**src/rtl/seq_div_if.sv**
```systemverilog
// rtl/seq_div_if.sv - Start/Busy/Done handshake and operand/result bundle for seq_div
//
// Parameter n : operand/result width.
// master : drives Start, A, B; observes Quot, Rem, Busy, Done, DivZero.
// slave  : the divider side of the same signals.
interface seq_div_if #(parameter int n = 8);
    logic         Start;
    logic [n-1:0] A;
    logic [n-1:0] B;
    logic [n-1:0] Quot;
    logic [n-1:0] Rem;
    logic         Busy;
    logic         Done;
    logic         DivZero;

    modport master (
        output Start, A, B,
        input  Quot, Rem, Busy, Done, DivZero
    );

    modport slave (
        input  Start, A, B,
        output Quot, Rem, Busy, Done, DivZero
    );
endinterface

```
**src/rtl/seq_div.sv**
```systemverilog
// rtl/seq_div.sv - sequential restoring divider, one quotient bit per clock
//
// Parameters: n (operand width, n >= 2), SIGNED (1 = two's-complement, 0 = unsigned).
// Ports:
//   Clock  : rising-edge clock
//   nReset : asynchronous active-low reset
//   bus    : seq_div_if slave - Start/A/B in; Quot/Rem/Busy/Done/DivZero out (all registered)
module seq_div #(
    parameter int n      = 8,
    parameter bit SIGNED = 1'b1
) (
    input  logic        Clock,
    input  logic        nReset,
    seq_div_if.slave    bus
);
    localparam int CW = $clog2(n + 1);

    typedef enum logic [1:0] {IDLE, CALC, DONE} state_t;

    state_t        state;
    logic [n-1:0]  dividend;    // shifts out dividend bits, shifts in quotient bits
    logic [n-1:0]  divisor;
    logic [n-1:0]  prem;        // partial remainder, always < divisor
    logic [CW-1:0] count;
    logic          neg_q;
    logic          neg_r;
    logic [n-1:0]  quot;
    logic [n-1:0]  rem;
    logic          busy;
    logic          done;
    logic          div_zero;

    // Magnitudes of the incoming operands. The most-negative pattern maps to
    // itself, which read as unsigned is exactly its magnitude.
    logic [n-1:0] a_mag;
    logic [n-1:0] b_mag;
    assign a_mag = (SIGNED && bus.A[n-1]) ? -bus.A : bus.A;
    assign b_mag = (SIGNED && bus.B[n-1]) ? -bus.B : bus.B;

    // One restoring step: shift the next dividend bit into the remainder and
    // trial-subtract. The extra top bit of diff is the borrow.
    logic [n:0]   shifted;
    logic [n+1:0] diff;
    logic         fits;
    logic [n-1:0] prem_next;
    logic [n-1:0] q_next;
    assign shifted   = {prem, dividend[n-1]};
    assign diff      = {1'b0, shifted} - {2'b00, divisor};
    assign fits      = ~diff[n+1];
    assign prem_next = fits ? diff[n-1:0] : shifted[n-1:0];
    assign q_next    = {dividend[n-2:0], fits};

    // When the subtraction fits the difference is below divisor, so bit n is zero.
    logic unused_diff_bit;
    assign unused_diff_bit = diff[n];

    always_ff @(posedge Clock or negedge nReset) begin
        if (!nReset) begin
            state    <= IDLE;
            dividend <= '0;
            divisor  <= '0;
            prem     <= '0;
            count    <= '0;
            neg_q    <= 1'b0;
            neg_r    <= 1'b0;
            quot     <= '0;
            rem      <= '0;
            busy     <= 1'b0;
            done     <= 1'b0;
            div_zero <= 1'b0;
        end else begin
            case (state)
                IDLE, DONE: begin
                    done <= 1'b0;
                    if (bus.Start) begin
                        dividend <= a_mag;
                        divisor  <= b_mag;
                        prem     <= '0;
                        count    <= CW'(n);
                        neg_q    <= SIGNED && (bus.A[n-1] ^ bus.B[n-1]);
                        neg_r    <= SIGNED && bus.A[n-1];
                        div_zero <= 1'b0;
                        if (bus.B == '0) begin
                            // Divide by zero skips iteration and reports at once.
                            quot     <= '1;
                            rem      <= bus.A;
                            div_zero <= 1'b1;
                            done     <= 1'b1;
                            state    <= DONE;
                        end else begin
                            busy  <= 1'b1;
                            state <= CALC;
                        end
                    end else begin
                        state <= IDLE;
                    end
                end

                CALC: begin
                    prem     <= prem_next;
                    dividend <= q_next;
                    count    <= count - CW'(1);
                    if (count == CW'(1)) begin
                        // Last step: publish results with the sign fix-up applied.
                        quot  <= neg_q ? -q_next : q_next;
                        rem   <= neg_r ? -prem_next : prem_next;
                        busy  <= 1'b0;
                        done  <= 1'b1;
                        state <= DONE;
                    end
                end

                default: begin
                    busy  <= 1'b0;
                    done  <= 1'b0;
                    state <= IDLE;
                end
            endcase
        end
    end

    assign bus.Quot    = quot;
    assign bus.Rem     = rem;
    assign bus.Busy    = busy;
    assign bus.Done    = done;
    assign bus.DivZero = div_zero;
endmodule
```
**src/flat_wrapper.sv**
```systemverilog
// flat-port wrapper written by rule: the top's interface ports become plain ports
module seq_div_flat 
#(
    parameter int n      = 8,
    parameter bit SIGNED = 1'b1
)
  (Clock, nReset, bus_Start, bus_A, bus_B, bus_Quot, bus_Rem, bus_Busy, bus_Done, bus_DivZero);
  seq_div_if #(.n(n)) bus_i ();
  input  logic Clock;
  input  logic nReset;
  input wire logic [$bits(bus_i.Start)-1:0] bus_Start;
  input wire logic [$bits(bus_i.A)-1:0] bus_A;
  input wire logic [$bits(bus_i.B)-1:0] bus_B;
  output wire logic [$bits(bus_i.Quot)-1:0] bus_Quot;
  output wire logic [$bits(bus_i.Rem)-1:0] bus_Rem;
  output wire logic [$bits(bus_i.Busy)-1:0] bus_Busy;
  output wire logic [$bits(bus_i.Done)-1:0] bus_Done;
  output wire logic [$bits(bus_i.DivZero)-1:0] bus_DivZero;
  assign bus_i.Start = bus_Start;
  assign bus_i.A = bus_A;
  assign bus_i.B = bus_B;
  assign bus_Quot = bus_i.Quot;
  assign bus_Rem = bus_i.Rem;
  assign bus_Busy = bus_i.Busy;
  assign bus_Done = bus_i.Done;
  assign bus_DivZero = bus_i.DivZero;
  seq_div #(.n(n), .SIGNED(SIGNED)) u_core (.Clock(Clock), .nReset(nReset), .bus(bus_i));
endmodule
```
**config.mk**
```make
export PLATFORM = sky130hd
export DESIGN_NAME = seq_div_flat
export DESIGN_NICKNAME = d
export VERILOG_FILES = /design/src/rtl/seq_div_if.sv /design/src/rtl/seq_div.sv /design/src/flat_wrapper.sv
export SDC_FILE = /design/constraint.sdc
export NUM_CORES = 1
export LEC_CHECK = 0
export CORE_UTILIZATION = 52
export CTS_BUF_LIST = sky130_fd_sc_hd__clkbuf_8
export CTS_CLUSTER_SIZE = 30
export DETAILED_ROUTE_END_ITERATION = 12
export PLACE_DENSITY_LB_ADDON = 0.25
export SLEW_MARGIN = 25
export SYNTH_ARGS = -nofsm -noshare
export SYNTH_HDL_FRONTEND = slang
export SYNTH_SLANG_ARGS = --single-unit
```
**constraint.sdc**
```tcl
create_clock -name Clock -period 2.6 [get_ports Clock]
set_input_delay 0.39 -clock Clock [delete_from_list [all_inputs] [get_ports Clock]]
set_output_delay 0.39 -clock Clock [all_outputs]
set_load 0.05 [all_outputs]
```
==> results.json <==
{
  "status": "finished with violations",
  "violations": "DRC, hold timing, setup timing",
  "cts_root_buf": "clkbuf_8",
  "ys.flop_type": "dfrtp_1",
  "cp.arrival_ns": 2.81,
  "yosys_warnings": 0,
  "syn_to_final_growth_pct": 27.98,
  "die_h_um": 79.92,
  "fin_hold_ws_ns": -0.01630,
  "final_cells": 489,
  "grt_pass1_wl_mm": 12.54,
  "initial_core_util": 0.5364,
  "utilization": 0.6864,
  "cpLargestDelayFamily": "compound AO/OA/AOI/OAI gates",
  "io_buffers": 37,
  "antenna_left": 0,
  "wl_per_cell_um": 16.56,
  "crit_slowest_cell": "or3b_4",
  "finalCriticalPeriod_ns": 2.619,
  "avgViaCountPerCell": 5.810,
  "ff2ff_path_depth": 10,
  "drv_slew": 0,
  "cts.sinks": 50,
  "cap_viol_max_count": 0,
  "rows": 28,
  "clockBufferDepth": 2,
  "drt-initial-drc-count": 206,
  "synthesis.nets": 389,
  "startpoint_type": "register",
  "critPathBufInv": 2,
  "clock_skew_ns": 0.009592,
  "hold_viol": 18,
  "hold_path.class": "in -> async",
  "synth-edff-count": 0,
  "ys_ff_latch": 50,
  "dr.pass1.iters": 9,
  "num_vias": 2841,
  "drive_gt1_frac": 0.1763,
  "synth_cells": 355,
  "crit_fanout": 3,
  "final_area_sq_um": 4040,
  "coreArea_sq_um": 5886,
  "dieArea_sq_um": 6386,
  "min_period_over_period": 1.007,
  "grt_pass1_vias": 2597,
  "slew_headroom": 0.4165,
  "clk_pin_slew_worst_paths_ns": 0.10,
  "final_cell_mix": "dfrtp_1 (49), nand2_1 (38), clkdlybuf4s50_1 (36)",
  "cts_buffers": 5,
  "cts_max_level": 2,
  "routed_wl_mm": 8.100,
  "ctsHoldBuffers": 0,
  "die_w_um": 79.92,
  "setup_viol": 1,
  "netlist_area_sq_um": 3157,
  "critPathKind": "reg -> reg",
  "antenna_found_initial": 0,
  "cp_num_cells": 10,
  "seq_area_frac_synth": 0.3964,
  "cts_tree": "done",
  "grt_remaining_overflow": 0,
  "finalWorstSetupSlack_ns": -0.01892,
  "n_antenna_cell": 0,
  "hpwl_mm": 5.797,
  "ys_async_sr_fraction": 1.000,
  "dp.cells": 471,
  "final_common_cell": "dfrtp_1",
  "pin_count": 38,
  "worstMarginPinSlew_ns": 0.8720,
  "fin_nets": 447,
  "synth_top_cell_area_share": 0.3964,
  "endpoint_kind": "register",
  "place_area_sq_um": 3727,
  "grt_max_degree": 33,
  "yosysUniqueCellTypes": 57,
  "crit_required_ns": 2.80,
  "gp_congestion": 0.8840,
  "yosysTopAreaCell": "dfrtp_1",
  "gr-usage-all-layers": 0.2573,
  "max_freq_mhz": 381.8,
  "crit_chain": "inv_1 > ha_2 > inv_2 > fa_2 > xor2_2 > or3b_4 > o41ai_4 > o221a_1 > xor2_1 > o22ai_1",
  "route.detailed.drc": 1,
  "clk_latency_ns": 0.32,
  "critPathMaxStageDelay_ns": 0.40,
  "synth.area.top_cells": "dfrtp_1 (40%), ha_1 (5.5%), o21ai_0 (5.4%)",
  "rsz0062_at_grt": "true",
  "postSynthAreaPerCell_sq_um": 8.892
}
## cell usage after synthesis (all sizes together), types with 2 or more instances
cell / n
a211oi: 5
a21o: 5
a21oi: 21
a22o: 2
a22oi: 2
a31oi: 9
and2: 2
buf: 4
clkbuf: 14
dfrtp: 50
ha: 14
inv: 20
mux2i: 9
nand2: 39
nand2b: 4
nand3: 3
nand3b: 5
nand4b: 3
nor2: 32
nor2b: 5
nor3: 6
nor3b: 2
o211ai: 2
o21a: 2
o21ai: 35
o22ai: 8
o31ai: 3
o41ai: 2
or2: 2
or3: 5
or3b: 2
xnor2: 11
xor2: 14
## metrics by stage
step / worst slack [ns] / setup TNS (ns)
CTS: 0.007063 / 0
detailed placement: -0.03241 / -0.03531
global route: -0.1229 / -0.2481
finish: -0.01892 / -0.01892
floorplan: 0.01552 / 0
global placement: 0.05214 / 0
## area by class of cell
class | count | area [sq um]
clock inverter | 3 | 21.27
fill | 466 | 1846
clock buffer | 5 | 68.82
sequential | 50 | 1252
tap | 75 | 93.84
multi-input combinational | 267 | 1863
inverter | 20 | 75.07
timing repair buffer | 69 | 665.6
## cells by family after synthesis
family | after synthesis | share of synthesized area
simple gates | 113 | 0.1776
compound gates | 104 | 0.2140
flops | 50 | 0.3964
buf+inv | 38 | 0.04875
xor+xnor | 25 | 0.06936
fa+ha+maj | 15 | 0.06183
mux | 10 | 0.03211
## path summary, 6_finish.rpt
| check | slack [ns] | startpoint | endpoint |
|---|---|---|---|
| setup / recovery | -0.02 | u_core.dividend[7] | u_core.bus.Rem[7] |
| hold / removal | -0.02 | nReset | u_core.bus.Quot[5] |
| setup reg to reg | -0.02 | u_core.dividend[7] | u_core.bus.Rem[7] |
| hold reg to reg | 0.49 | u_core.divisor[4] | u_core.divisor[4] |
| max in group asynchronous | 1.84 | nReset | u_core.prem[0] |
| min in group Clock | 0.49 | u_core.divisor[4] | u_core.divisor[4] |
## state kept, by name, indices dropped and copies added, names as in the netlist, 4 cells and up
register / flops
u_core.prem: 8
u_core.dividend: 8
u_core.bus.Rem: 8
u_core.divisor: 8
u_core.count: 4
u_core.bus.Quot: 8
## per-layer routing
| metal | share of wire | global-route usage | vias up |
|---|---|---|---|
| met5 | 0 | 0 | - |
| met4 | 0.012 | 0.06786 | 0 |
| met1 | 0.44 | 0.3620 | 1369 |
| met3 | 0.058 | 0.02857 | 8 |
| li1 | - | - | 1363 |
| met2 | 0.49 | 0.4205 | 101 |
## repair_timing
| item | 4_1_cts | 5_1_grt |
|---|---|---|
| cloned | 0 | 2 |
| gates resized for setup | 5 | 20 |
| setup endpoints to repair | 3 | 6 |
| buffers inserted | 0 | 8 |
| pin swaps | 3 | 10 |
Power is left out: the tool's default activity adds up to more than one toggle a clock period on the data nets, which glitch-free logic cannot reach.
